$ cat src/rtl/des_host_pkg.sv
// Shared types and widths for the DES host controller.
package des_host_pkg;

    localparam int DES_BLOCK_W = 64;
    localparam int DES_KEY_W   = 64;
    localparam int BLK_CNT_W   = 16;
    localparam int WCNT_W      = 4;   // holds CORE_LATENCY-1 for latencies up to 15

    typedef enum logic [1:0] {
        ST_IDLE,
        ST_LOAD,
        ST_WAIT,
        ST_HOLD
    } state_t;

endpackage

$ cat src/rtl/des_host_chain.sv
// CBC chaining register: holds the last ciphertext and XORs it into the next plaintext.
module des_host_chain
    import des_host_pkg::*;
#(
    parameter logic [DES_BLOCK_W-1:0] IV_INIT = '0
) (
    input  logic                   clk,
    input  logic                   reset,
    input  logic                   chain_clr,
    input  logic                   upd,
    input  logic [DES_BLOCK_W-1:0] upd_val,
    input  logic [DES_BLOCK_W-1:0] s_data,
    output logic [DES_BLOCK_W-1:0] blk_out
);

    logic [DES_BLOCK_W-1:0] chain_q;

    // Clear has priority so a clear issued on a capture edge still restarts the chain.
    always_ff @(posedge clk or negedge reset) begin
        if (!reset)         chain_q <= IV_INIT;
        else if (chain_clr) chain_q <= IV_INIT;
        else if (upd)       chain_q <= upd_val;
    end

    assign blk_out = s_data ^ chain_q;

endmodule

$ cat src/rtl/des_host_ctrl.sv
// Host-side sequencer for a DES core: accept a block, strobe the core, wait out
// its latency, hold the result until consumed, count completed blocks.
// Build option: define DES_HOST_CBC_EN to enable CBC chaining of plaintext.
module des_host_ctrl
    import des_host_pkg::*;
#(
    parameter int                     CORE_LATENCY = 2,
    parameter logic [DES_BLOCK_W-1:0] IV_INIT      = '0
) (
    input  logic                   clk,
    input  logic                   reset,
    input  logic                   s_valid,
    output logic                   s_ready,
    input  logic [DES_BLOCK_W-1:0] s_data,
    input  logic [DES_KEY_W-1:0]   s_key,
    input  logic                   chain_clr,
    output logic                   core_load,
    output logic [DES_BLOCK_W-1:0] core_data,
    output logic [DES_KEY_W-1:0]   core_key,
    input  logic [DES_BLOCK_W-1:0] core_data_out,
    output logic                   m_valid,
    input  logic                   m_ready,
    output logic [DES_BLOCK_W-1:0] m_data,
    output logic [BLK_CNT_W-1:0]   blk_count
);

    state_t                 state_q, state_d;
    logic [WCNT_W-1:0]      wcnt_q;
    logic                   accept, capture, consume;
    logic [DES_BLOCK_W-1:0] blk_in;

`ifdef DES_HOST_CBC_EN
    des_host_chain #(.IV_INIT(IV_INIT)) u_chain (
        .clk       (clk),
        .reset     (reset),
        .chain_clr (chain_clr),
        .upd       (capture),
        .upd_val   (core_data_out),
        .s_data    (s_data),
        .blk_out   (blk_in)
    );
`else
    logic unused_chain_clr;
    assign unused_chain_clr = chain_clr;
    assign blk_in           = s_data;
`endif

    // State register.
    always_ff @(posedge clk or negedge reset) begin
        if (!reset) state_q <= ST_IDLE;
        else        state_q <= state_d;
    end

    // Next state and handshake/strobe decode; s_ready is gated so it stays low during reset.
    always_comb begin
        state_d   = state_q;
        s_ready   = 1'b0;
        core_load = 1'b0;
        m_valid   = 1'b0;
        accept    = 1'b0;
        capture   = 1'b0;
        consume   = 1'b0;
        case (state_q)
            ST_IDLE: begin
                s_ready = reset;
                if (s_valid) begin
                    accept  = 1'b1;
                    state_d = ST_LOAD;
                end
            end
            ST_LOAD: begin
                core_load = 1'b1;
                state_d   = ST_WAIT;
            end
            ST_WAIT: begin
                if (wcnt_q == '0) begin
                    capture = 1'b1;
                    state_d = ST_HOLD;
                end
            end
            ST_HOLD: begin
                m_valid = 1'b1;
                if (m_ready) begin
                    consume = 1'b1;
                    state_d = ST_IDLE;
                end
            end
            default: state_d = ST_IDLE;
        endcase
    end

    // Core operands are only written on accept, so they stay put through the wait.
    always_ff @(posedge clk or negedge reset) begin
        if (!reset) begin
            core_data <= '0;
            core_key  <= '0;
        end else if (accept) begin
            core_data <= blk_in;
            core_key  <= s_key;
        end
    end

    // Latency counter: loaded while the strobe is out, counts down to the capture edge.
    always_ff @(posedge clk or negedge reset) begin
        if (!reset)                                 wcnt_q <= '0;
        else if (state_q == ST_LOAD)                wcnt_q <= WCNT_W'(CORE_LATENCY - 1);
        else if (state_q == ST_WAIT && wcnt_q != 0) wcnt_q <= wcnt_q - 1'b1;
    end

    // Result capture and completed-block count (wraps silently).
    always_ff @(posedge clk or negedge reset) begin
        if (!reset) begin
            m_data    <= '0;
            blk_count <= '0;
        end else begin
            if (capture) m_data    <= core_data_out;
            if (consume) blk_count <= blk_count + 1'b1;
        end
    end

endmodule
$ cat config.mk
export PLATFORM = sky130hd
export DESIGN_NAME = des_host_ctrl
export DESIGN_NICKNAME = d
export VERILOG_FILES = /design/src/rtl/des_host_pkg.sv /design/src/rtl/des_host_chain.sv /design/src/rtl/des_host_ctrl.sv
export SDC_FILE = /design/constraint.sdc
export NUM_CORES = 1
export LEC_CHECK = 0
export ABC_AREA = 1
export CAP_MARGIN = 40
export CORE_AREA = 2 2 160 162
export CTS_CLUSTER_DIAMETER = 60
export CTS_CLUSTER_SIZE = 20
export DETAILED_ROUTE_END_ITERATION = 8
export DIE_AREA = 0 0 162 164
export PLACE_DENSITY_LB_ADDON = 0.1
export SLEW_MARGIN = 30
export SYNTH_ARGS = -nofsm -noshare
export SYNTH_HDL_FRONTEND = slang
export SYNTH_HIERARCHICAL = 1
export SYNTH_SLANG_ARGS = --single-unit
$ cat constraint.sdc
create_clock -name clk -period 2.06 [get_ports clk]
set_input_delay 0.412 -clock clk [delete_from_list [all_inputs] [get_ports clk]]
set_output_delay 0.412 -clock clk [all_outputs]
set_load 0.02 [all_outputs]
==> Word-level counts from Yosys, hierarchy flattened <==
Cells that the tools add are included.
{ "classes": {"addsub": 2, "n_eq_ne": 6, "n_mux": 15, "reduce_logical": 6} }
{ "ops": {"columns": ["operator", "n"], "rows": [
  ["16-bit by 1-bit adder with 16-bit output (second input constant)", 1],
  ["1-bit two-way mux", 9],
  ["4-bit two-way mux", 2],
  ["2-bit one-hot mux with 4 select lines", 1],
  ["2-bit two-way mux", 3],
  ["2-bit != test (second input constant)", 3],
  ["2-bit == test (second input constant)", 2],
  ["4-bit logical NOT", 1],
  ["4-bit nonzero test", 1],
  ["4-bit by 1-bit subtractor with 4-bit output (second input constant)", 1],
  ["3-bit AND reduction", 1],
  ["2-bit by 1-bit == test with 1-bit output (second input constant)", 1],
  ["2-bit logical NOT", 1],
  ["2-bit nonzero test", 1],
  ["1-bit logical AND", 1]
]} }
{ "totals": {"regBits": 214, "in_bits": 197, "output_inout_bits": 211, "word_cells": 35} }

==> Logic depth before layout (Yosys ltp) <==
{ "logic_depth": {"word_depth": 4, "ltp_mapped": 9, "depth_no_buf": 9} }

==> Least setup slack after synthesis <==
No wires, ideal clock.
{ "synth_path": {"kind": "flip-flop to flip-flop", "startpoint": "reg state_q[0]", "endpoint": "reg core_data[0]", "setup_ps": 125, "arrival_ps": 1375, "required_ps": 1935, "setup_slack_ps": 560, "stages_incl_launch_ff": 7, "n_path_buf": 2, "period_less_slack_ps": 1500, "cell_sequence": "dfrtp_1 inv_1 ha_1 nand2_2 buf_12 buf_12 mux2_4"} }
{ "synth_between": {"elab_chain_cells": 2} }
{ "synth_lines": {"columns": ["item", "line_no", "rtl"], "rows": [
  ["from (decl)", "des_host_ctrl.sv:27", "state_t state_q, state_d;"],
  ["from (signal assigned)", "des_host_ctrl.sv:51", "else state_q <= state_d;"],
  ["2-bit logical NOT", "des_host_ctrl.sv:63", "case (state_q)"],
  ["1-bit two-way mux", "des_host_ctrl.sv:63", null],
  ["to (signal assigned)", "des_host_ctrl.sv:98", "core_data <= blk_in;"],
  ["to (decl)", "des_host_ctrl.sv:18", "output logic [DES_BLOCK_W-1:0] core_data,"]
]} }
Every way passes these cells.
A chain may end at the register's enable or synchronous reset.

==> Worst setup path in the final report <==
{ "layout_path": {"startpoint": "reg blk_count[11]", "endpoint": "out blk_count[11]"} }
{ "layout_rtl": {"columns": ["item", "line_no", "rtl"], "rows": [
  ["from (decl)", "des_host_ctrl.sv:24", "output logic [BLK_CNT_W-1:0] blk_count"],
  ["from (signal assigned)", "des_host_ctrl.sv:117", "if (consume) blk_count <= blk_count + 1'b1;"]
]} }
No word-level cell between the ends.

==> impl_metrics.env <==
export IMPL_worst_r2r_setup_slack_ns=0.23
export IMPL_p_leak_nw=6.89
export IMPL_critPathBufInv=1
export IMPL_grt_usage=0.181
export IMPL_clk_pin_slew_ns=0.07
export IMPL_clkPwrFrac=0.189
export IMPL_r2r_cells=6
export IMPL_hold_buffers=0
export IMPL_first_iter_violations=269
export IMPL_grt_max_degree=159
export IMPL_first_global_vias=6425
export IMPL_cts_root_buf="clkbuf_16"
export IMPL_nFillCells=2146
export IMPL_cts_buffers=24
export IMPL_fp_coreArea_um2=24800
export IMPL_rsz0062_at_grt="false"
export IMPL_p_int_mw=14.9
export IMPL_clock_latency_ns=0.52
export IMPL_critPathLaunchType="register"
export IMPL_crit_family="buffers and inverters"
export IMPL_worstSetupPathType="register to primary output"
export IMPL_fin_crit_sh=0.960
export IMPL_place_inst=1415
export IMPL_worstPathCellList="clkdlybuf4s50_1"
export IMPL_fmax_mhz=506
export IMPL_ant_nets=0
export IMPL_port_buffers=406
export IMPL_r2r_end="core_key[22]"
export IMPL_die_area_um2=26600
export IMPL_fin_skew_ns=0.0117
export IMPL_synth_seq_cells=214
export IMPL_die_width_um=162
export IMPL_setup_tns_ns=0
export IMPL_required_ns=1.65
export IMPL_arrival_ns=1.57
export IMPL_ys_top_cells_by_area="dfrtp_1 (59%), mux2_4 (20%), nand2_1 (4.4%)"
export IMPL_h_tree_depth=1
export IMPL_detail_route_drc_violations=0
export IMPL_max_slew_margin_rel=0.378
export IMPL_cp_end_kind="primary output"
export IMPL_layout_setup_ws_ns=0.0824
export IMPL_gp_congestion=0.774
export IMPL_antenna_found_initial=0
export IMPL_vias=6375
export IMPL_ir_worst_vdd_mv=0.843
export IMPL_finalSetupViolations=0
export IMPL_drive_gt1_frac=0.175
export IMPL_slew_violations=0
export IMPL_synth_distinct_cells=22
export IMPL_drv_cap=0
export IMPL_crit_fanout=5
export IMPL_synth_top_area_frac=0.589
export IMPL_synth_fp_nets=898
export IMPL_multiInputGateArea_um2=3050
export IMPL_nets=1316
export IMPL_dr_pass1_iters=4
export IMPL_synth_most_common_cell="dfrtp_1"
export IMPL_clock_path_buffers=3
export IMPL_power_share_combinational=0.498
export IMPL_worst_slew_pin_slew_ns=0.934
export IMPL_power_frac_seq=0.314
export IMPL_hpwl_um=18100
export IMPL_dpl_cell_area_um2=13400
export IMPL_yosysSeqAreaShare=0.589
export IMPL_yosys_top_cells_count="dfrtp_1 (214), mux2_4 (120), nand2_1 (107)"
export IMPL_dp_slack_ns=0.0927
export IMPL_period_minus_slack_ns=1.98
export IMPL_stdcell_count=1460
export IMPL_synth_main_ff_cell="dfrtp_1"
export IMPL_routed_wl_um=24600
export IMPL_grt_overflow_total=0
export IMPL_syn2layout_area_growth_pct=56.6
export IMPL_status="complete, no violations"
export IMPL_final_util=0.574
export IMPL_timing_rr_start="state_q[0]"
export IMPL_cts_tree="built"
export IMPL_start_util=0.366
export IMPL_swShare=0.363
export IMPL_ys_warn_count=6
export IMPL_cts_setup_buffers=0
export IMPL_slowest_stage="clkdlybuf4s50_1"
export IMPL_io_pins=408
export IMPL_ff_latch_area_um2=5360
export IMPL_netlist_instances=693
export IMPL_p_per_area_nw_per_um2=1640
export IMPL_design_area_um2=14200
export IMPL_viasPerCell=4.37
export IMPL_synth_area_um2=9090
export IMPL_routedWlPerCell_um=16.9
export IMPL_p_sw_mw=8.48
export IMPL_hp_class="input pin to async pin"
export IMPL_synth_top_area_cell="dfrtp_1"
export IMPL_cpPeakStageDelay_ns=0.63
export IMPL_avgSynthCellArea_um2=13.1
export IMPL_grt_pass1_wl_um=37500
export IMPL_rows=58
export IMPL_synthArstFlopShare=1.00
export IMPL_clock_sinks=214
export IMPL_synth_edf_count=0
export IMPL_final_hold_violation_count=0
export IMPL_fp_dieH_um=164
==> routing by layer <==
metal | wire length [um] | GRT usage | vias to the layer above
met1 | 10100 | 0.224 | 3010
met5 | 0 | 0 | -
met3 | 2200 | 0.0606 | 31
met2 | 11900 | 0.310 | 247
met4 | 358 | 0.0354 | 0
li1 | - | - | 3087
==> power groups by stage <==
| stage | sequential [mW] | combinational (mW) | clock, mW |
|---|---|---|---|
| 2_1_floorplan | 9.74 | 4.16 | 0 |
| 3_3_place_gp | 7.31 | 11.7 | 0 |
| 3_5_place_dp | 7.37 | 11.8 | 0 |
| 4_1_cts | 7.33 | 11.8 | 4.56 |
| 5_1_grt | 7.58 | 12.3 | 4.74 |
| 6_report | 7.32 | 11.6 | 4.41 |
==> worst max-delay path by stage <==
| stage | startpoint | endpoint | slack, ns | cells after the start |
|---|---|---|---|---|
| finish | blk_count[11] | blk_count[11] | 0.08 | 1 |
| global route | state_q[0] | s_ready | 0.02 | 5 |
| CTS | blk_count[1] | blk_count[1] | 0.004 | 1 |
| detailed placement | s_valid | core_data[44] | 0.09 | 4 |
| global placement | s_valid | core_data[24] | 0.12 | 4 |
| floorplan | state_q[0] | core_data[0] | 0.56 | 6 |
==> metrics by stage <==
| step | hold slack [ns] | power, mW |
|---|---|---|
| after floorplan | 0.116 | 13.9 |
| after global placement | 0.470 | 19.0 |
| after detailed placement | 0.479 | 19.1 |
| after CTS | 0.0846 | 23.7 |
| after global routing | 0.130 | 24.6 |
| final | 0.0167 | 23.3 |
==> repair_timing <==
action                     4_1_cts  5_1_grt
setup endpoints to repair        6        5
pin swaps                        0        0
gates cloned                     0        0
gates resized for setup         11        6
==> area by class of cell <==
class,count,share of cell area
multi-input combinational,362,0.214
antenna,1,0.000176
sequential,214,0.376
tap,330,0.0290
timing repair buffer,420,0.299
clock buffer,24,0.0422
clock inverter,20,0.0162
inverter,89,0.0235
==> flip-flops by register name, summed over array words and instances, names as in the netlist <==
signal / flops
blk_count: 16
state_q: 2
wcnt_q: 4
m_data: 64
core_key: 64
core_data: 64
==> layout by cell type (no fill, tap or decap) <==
cell	n
mux2_2	8
buf_12	7
clkinv_8	4
bufinv_16	1
mux2_4	120
nand2_1	107
buf_4	7
o21ai_0	4
o21ai_1	64
xnor2_1	3
clkdlybuf4s50_1	395
nand3_4	1
clkbuf_8	1
inv_6	8
inv_8	2
inv_1	89
clkinvlp_4	1
o22ai_1	1
diode_2	1
buf_2	2
dlymetal6s2s_1	4
dfrtp_1	214
a21oi_1	2
xor2_1	7
clkinv_4	4
ha_1	8
clkbuf_16	24
dlygate4sd2_1	4
nand2_8	1
nand4_1	4
nor2_2	5
nor2_1	14
nor3_1	2
nand3_1	9
nand2_2	2
==> cell families after synthesis <==
logic type,Yosys count,synth area share
DFF,214,0.589
and+or+nand+nor,145,0.0648
adders and majority gates,8,0.0110
muxes,128,0.208
xor gates and xnor gates,10,0.00963
buffers and inverters,117,0.0784
AOI/OAI and AO/OA,71,0.0392
No activity file was read; power rests on OpenSTA's default activity.
